## src/rtl/seq_detector_param_pkg.sv

```systemverilog
// -----------------------------------------------------------------------------
// seq_detector_param_pkg
//   Shared types and helpers for the parametrised serial pattern detector.
//   - det_state_e : detector FSM states
//   - LEN_W       : pattern-length field width for the default MAX_LEN
//   - len_bits()  : pattern-length field width for an arbitrary MAX_LEN
//   - len_legal() : range check applied when a new config is loaded
// -----------------------------------------------------------------------------
package seq_detector_param_pkg;

    localparam int MAX_LEN_DFLT = 8;
    localparam int LEN_W        = $clog2(MAX_LEN_DFLT + 1);

    typedef enum logic [1:0] {
        S_IDLE = 2'd0,   // no usable config loaded
        S_FILL = 2'd1,   // window not yet holding pat_len fresh bits
        S_HUNT = 2'd2    // window full, compare on every sampled bit
    } det_state_e;

    function automatic int len_bits(input int max_len);
        return $clog2(max_len + 1);
    endfunction

    function automatic logic len_legal(input int len, input int max_len);
        return (len >= 2) && (len <= max_len);
    endfunction

endpackage

```

## src/rtl/seq_detector_param_if.sv

```systemverilog
// -----------------------------------------------------------------------------
// seq_detector_param_if
//   Serial stream, config and status bundle of the pattern detector.
//   master : drives en/x/load/pat/pat_len/overlap/clr_cnt, sees status
//   slave  : the detector; drives y/users_count/cnt_sat/cfg_err
// -----------------------------------------------------------------------------
interface seq_detector_param_if #(
    parameter int MAX_LEN = 8,
    parameter int CNT_W   = 10
);
    localparam int LW = seq_detector_param_pkg::len_bits(MAX_LEN);

    logic               en;
    logic               x;
    logic               load;
    logic [MAX_LEN-1:0] pat;
    logic [LW-1:0]      pat_len;
    logic               overlap;
    logic               clr_cnt;
    logic               y;
    logic [CNT_W-1:0]   users_count;
    logic               cnt_sat;
    logic               cfg_err;

    modport master (
        output en, x, load, pat, pat_len, overlap, clr_cnt,
        input  y, users_count, cnt_sat, cfg_err
    );

    modport slave (
        input  en, x, load, pat, pat_len, overlap, clr_cnt,
        output y, users_count, cnt_sat, cfg_err
    );
endinterface

```

## src/rtl/seq_detector_param_hit_counter.sv

```systemverilog
// -----------------------------------------------------------------------------
// seq_detector_param_hit_counter
//   Hit event counter, saturating or wrapping.
//   clk, rst   : clock, async active-low reset
//   inc_i      : count one hit
//   clr_i      : synchronous clear, wins over inc_i
//   count_o    : current count
//   sat_o      : count is all-ones (only when SATURATE=1)
// -----------------------------------------------------------------------------
module seq_detector_param_hit_counter #(
    parameter int CNT_W    = 10,
    parameter bit SATURATE = 1'b1
) (
    input  logic             clk,
    input  logic             rst,
    input  logic             inc_i,
    input  logic             clr_i,
    output logic [CNT_W-1:0] count_o,
    output logic             sat_o
);
    logic [CNT_W-1:0] cnt_q, cnt_d;
    logic             full;

    assign full = &cnt_q;

    always_comb begin
        cnt_d = cnt_q;
        if (clr_i) begin
            cnt_d = '0;
        end else if (inc_i) begin
            // In wrap mode the natural +1 overflow gives the roll to zero.
            if (!(SATURATE && full)) cnt_d = cnt_q + CNT_W'(1);
        end
    end

    always_ff @(posedge clk or negedge rst) begin
        if (!rst) cnt_q <= '0;
        else      cnt_q <= cnt_d;
    end

    assign count_o = cnt_q;
    assign sat_o   = SATURATE && full;
endmodule

```

## src/rtl/seq_detector_param.sv

```systemverilog
// -----------------------------------------------------------------------------
// seq_detector_param
//   Run-time programmable serial bit-pattern detector with hit counter.
//   clk  : rising-edge clock
//   rst  : asynchronous, active-low reset
//   bus  : seq_detector_param_if.slave
//          en/x     serial input with sample enable
//          load     latch pat/pat_len/overlap and restart detection
//          clr_cnt  clear users_count
//          y        registered 1-cycle hit pulse
//          users_count/cnt_sat/cfg_err status
//   Pattern bit [pat_len-1] is the first received bit; bit 0 the last, so
//   the window shifts new bits in at bit 0 and compares its low pat_len bits.
// -----------------------------------------------------------------------------
module seq_detector_param
    import seq_detector_param_pkg::*;
#(
    parameter int MAX_LEN  = MAX_LEN_DFLT,
    parameter int CNT_W    = 10,
    parameter bit SATURATE = 1'b1
) (
    input  logic clk,
    input  logic rst,
    seq_detector_param_if.slave bus
);
    localparam int LW = len_bits(MAX_LEN);

    det_state_e         state_q, state_d;
    logic [MAX_LEN-1:0] win_q, win_d;
    logic [MAX_LEN-1:0] pat_q, pat_d;
    logic [LW-1:0]      len_q, len_d;
    logic [LW-1:0]      fill_q, fill_d;
    logic               ovl_q, ovl_d;
    logic               err_q, err_d;
    logic               y_q;
    logic               hit;
    logic               legal;
    logic               match;
    logic [MAX_LEN-1:0] shifted;
    logic [MAX_LEN-1:0] mask;

    assign legal   = len_legal(int'(bus.pat_len), MAX_LEN);
    assign shifted = {win_q[MAX_LEN-2:0], bus.x};

    // Only the low pat_len bits of window and pattern take part in a match.
    always_comb begin
        mask = '0;
        for (int i = 0; i < MAX_LEN; i++) mask[i] = (i < int'(len_q));
    end

    assign match = (((shifted ^ pat_q) & mask) == '0);

    always_comb begin
        state_d = state_q;
        win_d   = win_q;
        fill_d  = fill_q;
        pat_d   = pat_q;
        len_d   = len_q;
        ovl_d   = ovl_q;
        err_d   = err_q;
        hit     = 1'b0;
        if (bus.load) begin
            // A load discards whatever bit arrives with it.
            pat_d  = bus.pat;
            len_d  = bus.pat_len;
            ovl_d  = bus.overlap;
            win_d  = '0;
            fill_d = '0;
            if (legal) begin
                state_d = S_FILL;
                err_d   = 1'b0;
            end else begin
                state_d = S_IDLE;
                err_d   = 1'b1;
            end
        end else if (bus.en) begin
            unique case (state_q)
                S_IDLE: ;
                S_FILL: begin
                    win_d = shifted;
                    // The bit completing the window is already compared.
                    if (fill_q == len_q - LW'(1)) begin
                        hit     = match;
                        state_d = S_HUNT;
                    end else begin
                        fill_d = fill_q + LW'(1);
                    end
                end
                S_HUNT: begin
                    win_d = shifted;
                    hit   = match;
                end
                default: state_d = S_IDLE;
            endcase
            // Non-overlapping mode: next match needs pat_len fresh bits.
            if (hit && !ovl_q) begin
                state_d = S_FILL;
                fill_d  = '0;
            end
        end
    end

    always_ff @(posedge clk or negedge rst) begin
        if (!rst) begin
            state_q <= S_IDLE;
            win_q   <= '0;
            fill_q  <= '0;
            pat_q   <= '0;
            len_q   <= '0;
            ovl_q   <= 1'b0;
            err_q   <= 1'b0;
            y_q     <= 1'b0;
        end else begin
            state_q <= state_d;
            win_q   <= win_d;
            fill_q  <= fill_d;
            pat_q   <= pat_d;
            len_q   <= len_d;
            ovl_q   <= ovl_d;
            err_q   <= err_d;
            y_q     <= hit;
        end
    end

    seq_detector_param_hit_counter #(
        .CNT_W    (CNT_W),
        .SATURATE (SATURATE)
    ) u_cnt (
        .clk     (clk),
        .rst     (rst),
        .inc_i   (hit),
        .clr_i   (bus.clr_cnt),
        .count_o (bus.users_count),
        .sat_o   (bus.cnt_sat)
    );

    assign bus.y       = y_q;
    assign bus.cfg_err = err_q;
endmodule
```

## src/flat_wrapper.sv

```systemverilog
// flat-port wrapper written by rule: the top's interface ports become plain ports
module seq_detector_param_flat import seq_detector_param_pkg::*;
#(
    parameter int MAX_LEN  = MAX_LEN_DFLT,
    parameter int CNT_W    = 10,
    parameter bit SATURATE = 1'b1
)
  (clk, rst, bus_en, bus_x, bus_load, bus_pat, bus_pat_len, bus_overlap, bus_clr_cnt, bus_y, bus_users_count, bus_cnt_sat, bus_cfg_err);
  seq_detector_param_if #(.MAX_LEN(MAX_LEN), .CNT_W(CNT_W)) bus_i ();
  input  logic clk;
  input  logic rst;
  input wire logic [$bits(bus_i.en)-1:0] bus_en;
  input wire logic [$bits(bus_i.x)-1:0] bus_x;
  input wire logic [$bits(bus_i.load)-1:0] bus_load;
  input wire logic [$bits(bus_i.pat)-1:0] bus_pat;
  input wire logic [$bits(bus_i.pat_len)-1:0] bus_pat_len;
  input wire logic [$bits(bus_i.overlap)-1:0] bus_overlap;
  input wire logic [$bits(bus_i.clr_cnt)-1:0] bus_clr_cnt;
  output wire logic [$bits(bus_i.y)-1:0] bus_y;
  output wire logic [$bits(bus_i.users_count)-1:0] bus_users_count;
  output wire logic [$bits(bus_i.cnt_sat)-1:0] bus_cnt_sat;
  output wire logic [$bits(bus_i.cfg_err)-1:0] bus_cfg_err;
  assign bus_i.en = bus_en;
  assign bus_i.x = bus_x;
  assign bus_i.load = bus_load;
  assign bus_i.pat = bus_pat;
  assign bus_i.pat_len = bus_pat_len;
  assign bus_i.overlap = bus_overlap;
  assign bus_i.clr_cnt = bus_clr_cnt;
  assign bus_y = bus_i.y;
  assign bus_users_count = bus_i.users_count;
  assign bus_cnt_sat = bus_i.cnt_sat;
  assign bus_cfg_err = bus_i.cfg_err;
  seq_detector_param #(.MAX_LEN(MAX_LEN), .CNT_W(CNT_W), .SATURATE(SATURATE)) u_core (.clk(clk), .rst(rst), .bus(bus_i));
endmodule
```

## config.mk

```make
export PLATFORM = sky130hd
export DESIGN_NAME = seq_detector_param_flat
export DESIGN_NICKNAME = d
export VERILOG_FILES = /design/src/rtl/seq_detector_param_pkg.sv /design/src/rtl/seq_detector_param_if.sv /design/src/rtl/seq_detector_param_hit_counter.sv /design/src/rtl/seq_detector_param.sv /design/src/flat_wrapper.sv
export SDC_FILE = /design/constraint.sdc
export NUM_CORES = 1
export LEC_CHECK = 0
export ABC_AREA = 1
export CAP_MARGIN = 5
export CORE_ASPECT_RATIO = 1.4
export CORE_MARGIN = 10
export CORE_UTILIZATION = 40
export CTS_BUF_LIST = sky130_fd_sc_hd__clkbuf_8 sky130_fd_sc_hd__clkbuf_16
export DETAILED_ROUTE_END_ITERATION = 10
export PLACE_DENSITY = 0.72
export SYNTH_ARGS = -nofsm -noshare
export SYNTH_HDL_FRONTEND = slang
export SYNTH_SLANG_ARGS = --single-unit
```

## constraint.sdc

```tcl
create_clock -name clk -period 5.35 [get_ports clk]
set_clock_uncertainty 0.05 [all_clocks]
set_input_delay 0.535 -clock clk [delete_from_list [all_inputs] [get_ports clk]]
set_output_delay 0.535 -clock clk [all_outputs]
set_load 0.005 [all_outputs]
```

==> qor.yml <==
hp-class: "input pin to asynchronous set/reset pin"
synth_simple_gate_area_share_pct: 36.2
synth_top_family_by_area: "simple AND/OR/NAND/NOR gates"
wirelength_um: 5200
vias: 2027
r2r_setup_slack_ps: 3230
cts-resized-gates: 0
grt_pass1_vias: 2046
clock-root-buffer: "clkbuf_8"
grt_pass1_wl_um: 9050
finalSetupTns_ps: 0
drv_slew: 0
max_stage_delay_ps: 500
cp_data_arrival_time_ps: 2070
portBuffers: 31
cp_max_fo: 6
rr_endpoint: "u_core.u_cnt.count_o[8]"
drc: 0
tightestPinTransition_ps: 857
outcome: "complete, no violations"
multi_input_area_um2: 1150
cts_hold_buf: 0
firstDrtPassIters: 6
crit_path_end_kind: "output pin"
io_pins: 32
grt_max_degree: 39
antenna_found_initial: 0
critical_path_class: "register to output pin"
cpMostUsedCell: "nand2_1"
num-fill-cells: 546
syn_area_um2: 2290
die_area_um2: 9190
place_congestion: 0.819
yosysUniqueCellTypes: 28
clock_latency_ps: 280
synth_xor_area_share_pct: 3.83
cts_sinks: 38
worstReg2RegStart: "u_core.len_q[0]"
cts_max_level: 2
r2r_cells: 12
rsz0062_at_grt: "no"
avgSynthCellArea_um2: 7.39
die_h_um: 110
n_antenna_cell: 0
relSlewSlack_pct: 42.9
final_nets: 369
yosys.area_share.adder_pct: 4.37
ff_latch_area_um2: 951
vdd_drop_max_mv: 0.167
yosys_warnings: 0
area_growth_pct: 19.2
p_leak_nw: 1.37
cts_setup_buffers: 0
ys_seq_area_share_pct: 41.5
grt_overflow_total: 0
numCtsBuffers: 5
rows: 32
cp.required_ps: 4760
setup_viol: 0
syn_nets: 337
start_util_pct: 41.4
max_clock_freq_mhz: 377
synth_compound_area_share_pct: 5.85
period_share_pct: 49.6
cts_tree: "yes"
power.total_mw: 0.675
cp_num_buf_inv: 2
clockBufferDepth: 2
cp_top_family: "buffers and inverters"
period_needed_ps: 2650
hold_viol_final: 0
design.core.area_um2: 5530
crit_chain: "ha_1, nand2_1, nor2_2, nand3_2, nor2_1, nand2_1, inv_1, clkdlybuf4s50_1"
ys_seq_elements: 38
start_kind: "register"
synthMuxAreaShare_pct: 0
cp_slowest_cell: "clkdlybuf4s50_1"
drive_gt1_share_pct: 7.02
ant_nets: 0
fp.dieW_um: 83.9
path_clk_slew_ps: 80
via_per_inst: 4.94
wl_per_cell_um: 12.7
dp_hpwl_um: 3890
track_usage_pct: 11.7
drt_iter0_drc: 97
syn_inst: 310
pwr_density_cell_nw_per_um2: 247
maxCapViolCount: 0
## routing by layer
layer	track usage, %	vias up	wire (um)
li1	-	1035	-
met5	0	-	0
met1	12.8	952	2310
met4	3.48	0	29
met3	3.40	4	187
met2	21.4	36	2670
## cell usage in the layout (no fill, tap or decap)
| master | n |
|---|---|
| inv_2 | 1 |
| nand2_1 | 107 |
| and3_1 | 1 |
| clkbuf_8 | 5 |
| nand2_4 | 1 |
| nand4_4 | 1 |
| nor2_1 | 21 |
| nor2_2 | 3 |
| nor3b_1 | 1 |
| clkdlybuf4s50_1 | 30 |
| nor3_1 | 3 |
| dfrtp_1 | 38 |
| o311ai_0 | 1 |
| inv_1 | 39 |
| buf_4 | 1 |
| o21ai_1 | 1 |
| nand3_2 | 6 |
| nand2_2 | 2 |
| nand3b_1 | 1 |
| xnor2_1 | 2 |
| o21ai_0 | 17 |
| clkinv_2 | 2 |
| nor2_4 | 1 |
| buf_2 | 1 |
| nand3_1 | 33 |
| a21oi_1 | 1 |
| o31ai_1 | 4 |
| ha_1 | 8 |
| xor2_1 | 8 |
| nand4_1 | 2 |
## stage by stage
stage / area (um2) / hold slack, ps / utilization, % / instances / setup WS [ps]
floorplan: 2290 / 189 / - / 310 / 3540
global placement: 2650 / 429 / 48.0 / 403 / 3050
detailed placement: 2650 / 433 / 48.0 / 403 / 3020
CTS: 2730 / 338 / 49.4 / 410 / 2680
global route: 2730 / 369 / 49.4 / 410 / 2510
finish: 2730 / 303 / 49.4 / 410 / 2700
## sequential cells by signal, summed over array words and instances, names as in the netlist
register              count
u_core.pat_q              8
u_core.ovl_q              1
u_core.len_q              4
u_core.fill_q             4
u_core.u_cnt.count_o     10
u_core.state_q            2
u_core.bus.y              1
u_core.bus.cfg_err        1
u_core.win_q              7
## where the power goes
part / internal, mW / leakage (nW) / switching, mW
combinational: 0.0628 / 0.830 / 0.0914
sequential: 0.309 / 0.499 / 0.0255
clock: 0.0875 / 0.0438 / 0.0984
## synth_stat cells
library cell	n	share of area, %
ha_1	8	4.4
xnor2_1	2	0.77
nand4_1	2	0.55
xor2_1	8	3.1
o311ai_0	1	0.38
nand4_4	1	0.93
o21ai_0	17	3.7
and3_1	1	0.27
inv_1	39	6.4
a21oi_1	1	0.22
dfrtp_1	38	42
nand2_4	1	0.49
nor3b_1	1	0.33
o31ai_1	4	1.3
o21ai_1	1	0.22
nand3_2	6	2.6
clkbuf_1	5	0.82
nand2_1	107	18
nand3_1	33	7.2
nor3_1	3	0.66
nor2_2	3	0.82
inv_2	1	0.16
buf_6	1	0.49
nand2_2	2	0.55
nor2_4	1	0.49
clkbuf_4	1	0.33
nor2_1	21	3.4
nand3b_1	1	0.33
## final cells by class
cell class / instances / area share (%)
inverter: 40 / 5.50
timing repair buffer: 32 / 11.5
clock buffer: 5 / 2.52
tap: 68 / 3.12
clock inverter: 2 / 0.367
multi-input combinational: 225 / 42.2
sequential: 38 / 34.8
## worst max path at each step
stage                                 start                 endpoint  slack (ps)  cells after the start
floorplan                   u_core.len_q[0]  u_core.u_cnt.count_o[8]        3540                     12
global placement    u_core.u_cnt.count_o[0]              bus_cnt_sat        3050                      8
detailed placement  u_core.u_cnt.count_o[0]              bus_cnt_sat        3020                      8
CTS                 u_core.u_cnt.count_o[0]              bus_cnt_sat        2680                      8
global route        u_core.u_cnt.count_o[0]              bus_cnt_sat        2510                      8
finish              u_core.u_cnt.count_o[0]              bus_cnt_sat        2700                      8
## worst reg2reg max path: cells and delay by family (launching register included)
kind,cells,cell delay (ps)
fa+ha+maj,1,320
simple gates,8,1010
flops,1,440
compound gates,1,80
buf+inv,2,160
## logic make-up (layout without fill, tap and decap cells)
logic type | Yosys count | in the layout
buffers and inverters | 47 | 79
DFF | 38 | 38
xor gates and xnor gates | 10 | 10
AOI/OAI and AO/OA | 24 | 24
and+or+nand+nor | 183 | 183
adders and majority gates | 8 | 8
Power figures use the tool's default switching activity.
